### src/rtl/instr_fetch_unit.sv
// Instruction fetch unit: drives the fetch PC, issues single-outstanding word reads to
// instruction memory and feeds a small first-word-fall-through queue toward the decoder.
module instr_fetch_unit #(
  parameter logic [31:0] RESET_PC  = 32'h0000_0000,
  parameter int unsigned BUF_DEPTH = 2
) (
  input  logic        i_clk,
  input  logic        i_rst_n,
  output logic        o_imem_req,
  output logic [31:0] o_imem_addr,
  input  logic        i_imem_gnt,
  input  logic        i_imem_rvalid,
  input  logic [31:0] i_imem_rdata,
  output logic        o_instr_valid,
  output logic [31:0] o_instruction,
  output logic [31:0] o_instr_pc,
  input  logic        i_instr_ready,
  input  logic        i_redirect,
  input  logic [31:0] i_redirect_pc,
  output logic        o_misaligned
);

  localparam int unsigned PtrW = $clog2(BUF_DEPTH);
  localparam int unsigned CntW = $clog2(BUF_DEPTH + 1);
  localparam logic [CntW-1:0] DepthC = CntW'(BUF_DEPTH);
  localparam logic [31:0] Nop = 32'h0000_0013;

  typedef enum logic [2:0] {
    StReqOff,
    StReq,
    StWait,
    StDrop,
    StHalt
  } state_e;

  state_e          r_state;
  state_e          w_state_d;
  logic [31:0]     r_pc;
  logic [31:0]     r_out_pc;
  logic            r_halt_pend;
  logic            w_halt_pend_d;
  logic            r_misaligned;
  logic [31:0]     r_buf_instr [BUF_DEPTH];
  logic [31:0]     r_buf_pc    [BUF_DEPTH];
  logic [PtrW-1:0] r_wr_ptr;
  logic [PtrW-1:0] r_rd_ptr;
  logic [CntW-1:0] r_count;
  logic [CntW-1:0] w_count_nxt;

  logic w_misaligned_rd;
  logic w_aligned_rd;
  logic w_grant;
  logic w_valid;
  logic w_push;
  logic w_pop;
  logic w_outstanding;

  assign w_misaligned_rd = i_redirect & (i_redirect_pc[1:0] != 2'b00);
  assign w_aligned_rd    = i_redirect & (i_redirect_pc[1:0] == 2'b00);
  assign w_grant         = (r_state == StReq) & i_imem_gnt;
  assign w_valid         = (r_count != '0);
  // A redirect kills both the same-cycle push and the same-cycle pop.
  assign w_push          = (r_state == StWait) & i_imem_rvalid & ~i_redirect;
  assign w_pop           = w_valid & i_instr_ready & ~i_redirect;
  assign w_count_nxt     = r_count + CntW'(w_push) - CntW'(w_pop);

  // A response landing in the redirect cycle retires the request, so no drop state is needed.
  assign w_outstanding = w_grant |
                         (((r_state == StWait) | (r_state == StDrop)) & ~i_imem_rvalid);

  always_comb begin
    w_state_d     = r_state;
    w_halt_pend_d = r_halt_pend;
    unique case (r_state)
      StReqOff: if (r_count < DepthC) w_state_d = StReq;
      StReq:    if (i_imem_gnt) w_state_d = StWait;
      StWait: begin
        if (i_imem_rvalid) w_state_d = (w_count_nxt < DepthC) ? StReq : StReqOff;
      end
      StDrop:   if (i_imem_rvalid) w_state_d = r_halt_pend ? StHalt : StReq;
      StHalt:   w_state_d = StHalt;
      default:  w_state_d = StReqOff;
    endcase
    if (i_redirect) begin
      w_halt_pend_d = w_misaligned_rd;
      if (w_outstanding) begin
        w_state_d = StDrop;
      end else begin
        w_state_d = w_misaligned_rd ? StHalt : StReq;
      end
    end
  end

  always_ff @(posedge i_clk or negedge i_rst_n) begin
    if (!i_rst_n) begin
      r_state      <= StReqOff;
      r_pc         <= RESET_PC;
      r_out_pc     <= RESET_PC;
      r_halt_pend  <= 1'b0;
      r_misaligned <= 1'b0;
      r_wr_ptr     <= '0;
      r_rd_ptr     <= '0;
      r_count      <= '0;
    end else begin
      r_state      <= w_state_d;
      r_halt_pend  <= w_halt_pend_d;
      r_misaligned <= w_misaligned_rd;
      if (w_aligned_rd) begin
        r_pc <= i_redirect_pc;
      end else if (w_grant && !i_redirect) begin
        r_pc <= r_pc + 32'd4;
      end
      if (w_grant) r_out_pc <= r_pc;
      if (i_redirect) begin
        r_wr_ptr <= '0;
        r_rd_ptr <= '0;
        r_count  <= '0;
      end else begin
        if (w_push) r_wr_ptr <= r_wr_ptr + PtrW'(1);
        if (w_pop)  r_rd_ptr <= r_rd_ptr + PtrW'(1);
        r_count <= w_count_nxt;
      end
    end
  end

  // Queue payload needs no reset: it is only observed through the occupancy count.
  always_ff @(posedge i_clk) begin
    if (w_push) begin
      r_buf_instr[r_wr_ptr] <= i_imem_rdata;
      r_buf_pc[r_wr_ptr]    <= r_out_pc;
    end
  end

  assign o_imem_req    = (r_state == StReq);
  assign o_imem_addr   = r_pc;
  assign o_instr_valid = w_valid;
  assign o_instruction = w_valid ? r_buf_instr[r_rd_ptr] : Nop;
  assign o_instr_pc    = w_valid ? r_buf_pc[r_rd_ptr] : 32'h0000_0000;
  assign o_misaligned  = r_misaligned;

endmodule
### config.mk
export PLATFORM = sky130hd
export DESIGN_NAME = instr_fetch_unit
export DESIGN_NICKNAME = d
export VERILOG_FILES = /design/src/rtl/instr_fetch_unit.sv
export SDC_FILE = /design/constraint.sdc
export NUM_CORES = 1
export LEC_CHECK = 0
export BUFFER_PORTS_ARGS = -buffer_cell sky130_fd_sc_hd__buf_2
export CORE_MARGIN = 2
export CORE_UTILIZATION = 50
export CTS_CLUSTER_SIZE = 40
export DETAILED_ROUTE_END_ITERATION = 16
export PLACE_DENSITY = 0.77
export SYNTH_ARGS = -nofsm -noshare
export SYNTH_HDL_FRONTEND = slang
export SYNTH_SLANG_ARGS = --single-unit
### constraint.sdc
create_clock -name i_clk -period 3.9 [get_ports i_clk]
set_clock_uncertainty 0.1 [all_clocks]
set_input_delay 0.78 -clock i_clk [delete_from_list [all_inputs] [get_ports i_clk]]
set_output_delay 0.78 -clock i_clk [all_outputs]
set_load 0.02 [all_outputs]
==> run summary <==
Status -> finished, final reports clean
Post-Syn Area -> 8379 um2
Root Buffer -> clkbuf_16
TNS Setup -> 0 ns
Die area -> 17810 um2
Async SR Flop Fraction -> 36.32%
First-pass GRT wire length -> 28190 um
WL final -> 17750 um
EDFF count, synth -> 128
Routed WL per cell -> 17.73 um
FF+latch count, synth -> 201
# rows -> 47
Max cap viols -> 0
Largest cells by area after synthesis -> edfxtp_1 46%, dfrtp_1 22%, mux2i_1 7.9%
Number of vias per cell -> 5.305
Cts bufs inserted -> 21
Via total after detailed routing -> 5310
CP Max Fanout -> 44
DRC violations left -> 0
Remaining antenna violation count after routing -> 0
Slew Viols, Final -> 0
H-tree depth -> 1
R2r setup slk -> 1.24 ns
Postcts setup bufs -> 0
Multi-input gate area -> 2562 um2
Max VDD drop -> 366.3 uV
Critical Path Sink Type -> primary output
IO buf count -> 168
Layout cell share with drive strength beyond 1 -> 33.55%
CP max-delay cell -> buf_4
Period utilisation layout -> 79.82%
Pre-antenna DRT Iters -> 4
RSZ-0062 raised after global routing -> no
Initial antenna violation count -> 1
Syn-to-layout area delta -> 20.79%
Final setup violating endpoints -> 0
Number of global-route vias before repair -> 5397
Fin nets -> 840
CTS tree -> built
Die Span Y -> 133.5 um
Rel. slew slack -> 32.67%
Synth Instances -> 597
Largest net degree at the start of global routing -> 74
Chip width -> 133.5 um
Yosys cell types -> 45
Starting Density -> 50.89%
Cell taking the most area after synthesis -> edfxtp_1
Crit Path Class -> flip-flop to primary output
Sequential cell area -> 5674 um2
# hold bufs at CTS -> 0
Final min period -> 3.113 ns
FILL cells -> 1304
Top FF cell, synth -> edfxtp_1
Gpl congestion -> 0.8405
Clock-pin slew on the worst setup and hold paths -> 0.06 ns
Worst path max stage delay -> 0.51 ns
Worst-Margin Slew -> 1.008 ns
Final Util -> 61.47%
Gr ovfl total -> 0
Clk Latency, worst-skew pair -> 0.48 ns
Top cell type's share of synthesized area -> 45.87%
Total GRT Usage -> 20.08%
Hold WC Path Type -> primary input to async pin
Core region area -> 16470 um2
CTS resizes -> 0
Max clock buf depth -> 3
Critical Path RT -> 3.02 ns
First DRT Iteration DRCs -> 329
Clock Sinks -> 201
Yosys warns -> 0
CP Cell Sequence -> nor2_4, buf_4, nor2_1, buf_2
CP Launch Type -> flip-flop
Power Dens Cells -> 564.5 nW/um2
N_diodes -> 0
Top Ports -> 169
P_leak -> 3.952 nW
Final hold vios -> 0
Register area share after synthesis -> 67.67%
FMAX -> 321.2 MHz
Crit path DAT -> 2.23 ns
Hpwl dp -> 12030 um
Synth Net Count -> 670
Avg Cell Area, Syn -> 14.04 um2
-- critical path: cells and delay by family (launching register included) --
kind                   cells  cell delay [ns]
and+or+nand+nor            2             0.62
DFF                        1             0.43
buffers and inverters      2             0.70
-- layout make-up --
type,count,area share (%)
Tap cell,220,2.720
Multi-Input combinational cell,360,25.32
Inverter,8,0.2967
Clock buffer,29,5.588
Clock inverter,8,0.9148
Sequential cell,201,56.06
Timing Repair Buffer,175,9.099
-- kinds of logic after synthesis --
| group | Yosys count | share of synthesized area (%) |
|---|---|---|
| AO/OA/AOI/OAI | 45 | 2.971 |
| XOR/XNOR | 29 | 3.031 |
| adder cells (fa/ha/maj) | 3 | 0.4480 |
| buffers and inverters | 36 | 2.031 |
| flip-flops | 201 | 67.67 |
| multiplexers | 98 | 12.18 |
| AND/OR/NAND/NOR | 185 | 11.66 |
-- final timing paths --
kind / end / start / depth (start not counted)
min: r_out_pc[26] / i_rst_n / 1
min in group i_clk: r_buf_pc[0][17] / r_out_pc[17] / 0
min reg2reg: r_buf_pc[0][17] / r_out_pc[17] / 0
max in group asynchronous: r_rd_ptr / i_rst_n / 1
max: o_instr_pc[4] / r_count[1] / 4
max reg2reg: r_state[0] / r_count[1] / 11
-- registers in the layout (all words and copies together), names as in the netlist --
name and cells:
r_buf_pc 64, r_halt_pend 1, r_count 2, r_wr_ptr 1
o_misaligned 1, o_imem_addr 32, r_out_pc 32, r_state 3
r_buf_instr 64, r_rd_ptr 1
-- Yosys cell counts (2+ instances only) --
cell / instances
mux2_2: 32
and4_1: 2
a31oi_1: 2
xor2_1: 5
o21ai_1: 7
nand2_2: 2
nor2_1: 79
xnor2_1: 24
nand3_4: 2
and4_2: 2
nor2b_1: 3
buf_6: 3
nor4_4: 2
dfrtp_1: 73
nor3_1: 14
mux2i_1: 66
a211oi_1: 2
and2_1: 4
nor4_2: 7
buf_2: 10
nand2b_1: 2
o22ai_1: 2
nand2_1: 41
nand4_1: 4
a21oi_1: 5
and3_1: 3
o21ai_0: 22
edfxtp_1: 128
inv_1: 8
and4bb_2: 2
clkbuf_1: 15
ha_1: 3
nand3_1: 9
-- per-stage QoR --
stage,worst slack (ns),cell area [um2],power (W),hold slack [ns],instances
finish,0.7871,10120,0.005713,0.3130,1001
global route,0.6478,10120,0.005970,0.3700,1001
CTS,0.7473,10120,0.005771,0.3657,1001
detailed placement,1.070,9463,0.003857,0.3577,964
global placement,1.153,9463,0.003808,0.3471,964
floorplan,0.5056,8382,0.003525,0.3382,597
-- cell usage in the layout, fill, tap and decap left out, types with 21 or more instances in the layout --
cell,instances
buf_2,167
xnor2_1,24
nand2_1,41
nor2_1,76
mux2_2,32
mux2i_1,66
edfxtp_1,128
clkbuf_16,21
dfrtp_1,72
o21ai_0,22
-- power by group --
group	leakage (nW)	switching, W	total (W)	internal [W]
logic	1.57	0.000518	0.000927	0.000409
registers	2.06	0.000273	0.00289	0.00261
clock network	0.322	0.000754	0.00190	0.00115
-- layer usage --
metal / part of all wire [%] / track usage, % / vias up
li1: - / - / 2502
met1: 43 / 26.73 / 2605
met2: 49 / 33.48 / 171
met3: 5.5 / 3.615 / 30
met4: 2.2 / 7.151 / 2
met5: 0.073 / 0 / -
No activity file was read; power rests on OpenSTA's default activity.
